## src/rtl/ofdm_uart_tx.sv

```systemverilog
// ofdm_uart_tx: serialises a latched 96-bit demodulator payload as 12 UART
// bytes (8N1, byte 0 = res[95:88] first, LSB-first per byte).
// Optional feature macro OFDM_UART_CHECKSUM_EN appends a 13th byte holding the
// XOR of the 12 latched payload bytes.
module ofdm_uart_tx #(
    parameter int CLK_FREQ = 27000000,
    parameter int BAUD     = 115200
) (
    input  logic        clk,
    input  logic        rst,
    input  logic        finish,
    input  logic        success,
    input  logic [95:0] res,
    output logic        clear,
    output logic        tx,
    output logic        busy,
    output logic        tx_done
);

    localparam int unsigned CPB    = CLK_FREQ / BAUD;
    localparam int unsigned CNT_W  = (CPB > 2) ? $clog2(CPB) : 1;
`ifdef OFDM_UART_CHECKSUM_EN
    localparam int unsigned NBYTES = 13;
`else
    localparam int unsigned NBYTES = 12;
`endif

    typedef enum logic [2:0] {IDLE, ACK, START, DATA, STOP} state_t;

    state_t             state_q, state_d;
    logic [CNT_W-1:0]   cnt_q, cnt_d;
    logic [2:0]         bit_q, bit_d;
    logic [3:0]         byte_q, byte_d;
    logic [95:0]        pay_q, pay_d;
    logic               succ_q, succ_d;
    logic               tx_d, clear_d, busy_d, done_d;
    logic [7:0]         cur_byte;
    logic [7:0]         fill_byte;

    assign cur_byte = pay_q[95:88];

`ifdef OFDM_UART_CHECKSUM_EN
    logic [7:0] csum_q, csum_d, res_xor;

    // XOR of the 12 incoming payload bytes, captured together with the payload
    always_comb begin
        res_xor = 8'h00;
        for (int k = 0; k < 12; k++) begin
            res_xor = res_xor ^ res[95-8*k -: 8];
        end
    end

    // checksum shifts into the payload buffer behind byte 11
    assign fill_byte = csum_q;

    // checksum register
    always_ff @(posedge clk or posedge rst) begin
        if (rst) csum_q <= 8'h00;
        else     csum_q <= csum_d;
    end
`else
    assign fill_byte = 8'h00;
`endif

    // state, counters, buffers and registered outputs
    always_ff @(posedge clk or posedge rst) begin
        if (rst) begin
            state_q <= IDLE;
            cnt_q   <= '0;
            bit_q   <= '0;
            byte_q  <= '0;
            pay_q   <= '0;
            succ_q  <= 1'b0;
            tx      <= 1'b1;
            clear   <= 1'b0;
            busy    <= 1'b0;
            tx_done <= 1'b0;
        end else begin
            state_q <= state_d;
            cnt_q   <= cnt_d;
            bit_q   <= bit_d;
            byte_q  <= byte_d;
            pay_q   <= pay_d;
            succ_q  <= succ_d;
            tx      <= tx_d;
            clear   <= clear_d;
            busy    <= busy_d;
            tx_done <= done_d;
        end
    end

    // next-state logic; outputs are computed for the upcoming cycle
    always_comb begin
        state_d = state_q;
        cnt_d   = cnt_q;
        bit_d   = bit_q;
        byte_d  = byte_q;
        pay_d   = pay_q;
        succ_d  = succ_q;
        tx_d    = 1'b1;
        clear_d = 1'b0;
        busy_d  = 1'b0;
        done_d  = 1'b0;
`ifdef OFDM_UART_CHECKSUM_EN
        csum_d  = csum_q;
`endif
        case (state_q)
            IDLE: begin
                if (finish) begin
                    pay_d   = res;
                    succ_d  = success;
`ifdef OFDM_UART_CHECKSUM_EN
                    csum_d  = res_xor;
`endif
                    clear_d = 1'b1;
                    busy_d  = 1'b1;
                    state_d = ACK;
                end
            end
            ACK: begin
                if (succ_q) begin
                    state_d = START;
                    cnt_d   = CNT_W'(CPB - 1);
                    byte_d  = 4'd0;
                    tx_d    = 1'b0;
                    busy_d  = 1'b1;
                end else begin
                    state_d = IDLE;
                end
            end
            START: begin
                busy_d = 1'b1;
                tx_d   = 1'b0;
                if (cnt_q == '0) begin
                    state_d = DATA;
                    cnt_d   = CNT_W'(CPB - 1);
                    bit_d   = 3'd0;
                    tx_d    = cur_byte[0];
                end else begin
                    cnt_d = cnt_q - 1'b1;
                end
            end
            DATA: begin
                busy_d = 1'b1;
                tx_d   = cur_byte[bit_q];
                if (cnt_q == '0) begin
                    cnt_d = CNT_W'(CPB - 1);
                    if (bit_q == 3'd7) begin
                        state_d = STOP;
                        tx_d    = 1'b1;
                    end else begin
                        bit_d = bit_q + 3'd1;
                        tx_d  = cur_byte[bit_q + 3'd1];
                    end
                end else begin
                    cnt_d = cnt_q - 1'b1;
                end
            end
            STOP: begin
                busy_d = 1'b1;
                tx_d   = 1'b1;
                if (cnt_q == '0) begin
                    if (byte_q == 4'(NBYTES - 1)) begin
                        state_d = IDLE;
                        busy_d  = 1'b0;
                        done_d  = 1'b1;
                    end else begin
                        state_d = START;
                        cnt_d   = CNT_W'(CPB - 1);
                        byte_d  = byte_q + 4'd1;
                        pay_d   = {pay_q[87:0], fill_byte};
                        tx_d    = 1'b0;
                    end
                end else begin
                    cnt_d = cnt_q - 1'b1;
                end
            end
            default: state_d = IDLE;
        endcase
    end

endmodule

```

## config.mk

```make
export PLATFORM = sky130hd
export DESIGN_NAME = ofdm_uart_tx
export DESIGN_NICKNAME = d
export VERILOG_FILES = /design/src/rtl/ofdm_uart_tx.sv
export SDC_FILE = /design/constraint.sdc
export NUM_CORES = 1
export LEC_CHECK = 0
export ABC_AREA = 0
export ABC_CLOCK_PERIOD_IN_PS = 6640
export CORE_AREA = 2 2 109 111
export DETAILED_ROUTE_END_ITERATION = 6
export DIE_AREA = 0 0 111 113
export PLACE_DENSITY = 0.84
export SYNTH_ARGS = -nofsm -noshare
export SYNTH_HDL_FRONTEND = slang
export SYNTH_SLANG_ARGS = --single-unit
```

## constraint.sdc

```tcl
create_clock -name clk -period 6.64 [get_ports clk]
set_clock_uncertainty 0.1 [all_clocks]
set_input_delay 0.664 -clock clk [delete_from_list [all_inputs] [get_ports clk]]
set_output_delay 0.664 -clock clk [all_outputs]
set_load 0.05 [all_outputs]
```

==> qor.yml <==
status: "finished clean"
ys_seq_elements: 119
final_nets: 658
p_seq_frac: 0.426
numPortBuffers: 103
synth-compound-area-share: 0.0655
worstSetupStartpointType: "input port"
synth_edf_count: 0
grt_util_met1: 0.271
yosys.area.top_type: "dfrtp_1"
worst_slew_pin_slew_ps: 926
setup_tns_ps: 0
required_ps: 6820
track_usage: 0.218
slew_headroom: 0.381
die_x_um: 111
post-dp-hpwl_um: 8620
synthCells: 453
p_sw_frac: 0.206
clockBufferDepth: 2
final_common_cell: "mux2_2"
core-area_um2: 11300
slew_violations: 0
intPower_mw: 1.44
drt-total-wl_um: 12800
fin_crit_sh: 0.579
htreeDepth: 4
synthToLayoutAreaGrowth_pct: 27.7
cts_tree: "built"
synth_xor_area_frac: 0.00288
clock_power_share: 0.499
final_cell_mix: "mux2_2 (161), dfrtp_1 (118), clkdlybuf4s50_1 (103), mux2_1 (20), clkbuf_16 (17)"
max_freq_mhz: 260
grt_max_degree: 65
hp-class: "reg2reg"
p_comb_frac: 0.075
wl_per_cell_um: 18.1
synth_top_family_by_area: "multiplexers"
yosys_warnings: 0
grt_pass1_vias: 4283
power_density_nw_per_um2: 235
cts-root-buf: "clkbuf_16"
dr.pass1.iters: 4
ys_seq_area_frac: 0.491
cp.arrival_ps: 4030
critPathMaxFanout: 64
die_h_um: 113
finalSetupViolCount: 0
grt_pass1_wl_um: 21600
grt_overflow_total: 0
cts_sinks: 119
synthAdderAreaFrac: 0.0103
busiest_layer: "met2"
cap_viol_max_count: 0
slowest_delay_ps: 760
async_reset_ff_frac: 1.00
gp_congestion: 0.863
antenna_found_initial: 0
cts_setup_buffers: 0
drc: 0
synth_top_area_share: 0.486
die_area_um2: 12500
synth.net_count: 558
pre_cts_slack_ps: 2380
crit_path_end_kind: "flop"
synth.area.mux_share: 0.347
vias: 3970
final_cells: 707
ioPinCount: 104
crit_type: "in2reg"
period_needed_ps: 3850
cp_cell_sequence: "clkdlybuf4s50_1 > nor4b_2 > a21oi_1 > a21oi_4 > buf_4 > mux2_2"
synth-simple-area-share: 0.0538
cts.reportedPaths.clkPinSlew_ps: 50
met2_usage: 0.365
rsz0062_at_grt: "false"
netlist_top_cells_area: "dfrtp_1 (49%), mux2_2 (30%), mux2_1 (3.7%), a22o_1 (1.6%), o21ai_0 (1.2%)"
drive_gt1_frac: 0.363
critPathSlowestCell: "nor4b_2"
ys.flop_type: "dfrtp_1"
antenna_cells: 0
routed_via_density: 5.62
dp.cells: 677
yosysUniqueCellTypes: 52
start_util: 0.539
cts_resized: 0
setup_slack_ps: 2790
drt-initial-drc-count: 206
p_sw_mw: 0.375
synth.cell_area_um2: 6070
ir_worst_vdd_v: 0.000167
syn_area_per_cell_um2: 13.4
clock_latency_ps: 410
power.leakage_nw: 3.30
num_rows: 39
grt_use_met3: 0.0718
cts-buffers-inserted: 17
hold_viol: 0
holdBufCountCts: 0
antenna_left: 0
-- cell families (layout without fill, tap and decap cells) --
| group | Yosys count | in the layout |
|---|---|---|
| adders and majority gates | 5 | 5 |
| xor gates and xnor gates | 2 | 2 |
| AOI/OAI and AO/OA | 55 | 55 |
| DFF | 119 | 119 |
| and+or+nand+nor | 53 | 53 |
| muxes | 184 | 184 |
| buffers and inverters | 35 | 146 |
-- power groups by stage --
| stage | Clock (mW) | Combinational (mW) | Sequential (mW) |
|---|---|---|---|
| after floorplan | 0 | 0.0629 | 0.780 |
| after global placement | 0 | 0.133 | 0.784 |
| after CTS | 0.919 | 0.139 | 0.775 |
| final | 0.908 | 0.136 | 0.775 |
| after global routing | 0.955 | 0.149 | 0.778 |
| after detailed placement | 0 | 0.137 | 0.786 |
-- synth_stat cells (all sizes together), types with 3 or more instances --
cell     count
a21oi        7
a22o        11
buf         15
clkbuf      11
dfrtp      118
ha           5
inv          9
mux2       181
mux4         3
nand2       11
nand2b       3
nand3        4
nor2         7
nor2b        5
nor3b        5
o21ai       14
o2bb2ai      4
-- layout make-up --
| class | instances | area [um2] |
|---|---|---|
| Fill cell | 804 | 3520 |
| Sequential cell | 119 | 2980 |
| Multi-Input combinational cell | 299 | 2920 |
| Timing Repair Buffer | 107 | 1060 |
| Clock buffer | 21 | 450 |
| Tap cell | 143 | 179 |
| Clock inverter | 9 | 128 |
| Inverter | 9 | 36.3 |
-- critical path: cells and delay by family --
family | cells | cell delay, ps
buffers and inverters | 2 | 1240
AO/OA/AOI/OAI | 2 | 860
AND/OR/NAND/NOR | 1 | 760
multiplexers | 1 | 430
-- layer usage --
layer / vias up / part of all wire / wire length, um
met1: 1986 / 0.42 / 5430
met2: 104 / 0.51 / 6490
met5: - / 0 / 0
met3: 12 / 0.062 / 799
met4: 0 / 0.0076 / 97
li1: 1868 / - / -
-- path summary, 6_finish.rpt --
path	start	end	slack [ps]	cells past startpoint
min	pay_q[81]	pay_q[81]	380	1
max reg2reg	state_q[2]	pay_q[47]	2870	6
max in group asynchronous	rst	pay_q[20]	4540	3
min reg2reg	pay_q[81]	pay_q[81]	380	1
max	finish	pay_q[47]	2790	6
min in group asynchronous	rst	pay_q[5]	620	2
-- metrics by stage --
step / utilization / instance area, um2 / power, mW / hold WS (ps)
after floorplan: - / 6070 / 0.843 / 352
after global placement: 0.637 / 7180 / 0.918 / 361
after detailed placement: 0.637 / 7180 / 0.923 / 368
after CTS: 0.688 / 7750 / 1.83 / 381
after global routing: 0.688 / 7750 / 1.88 / 395
final: 0.688 / 7750 / 1.82 / 378
-- sequential cells by signal (all words and copies together) (netlist names) --
name / cells
cnt_q: 8
pay_q: 96
bit_q: 3
tx: 1
busy: 1
state_q: 3
tx_done: 1
succ_q: 1
clear: 1
byte_q: 4
Note: power is estimated with default switching activity, not from simulation.
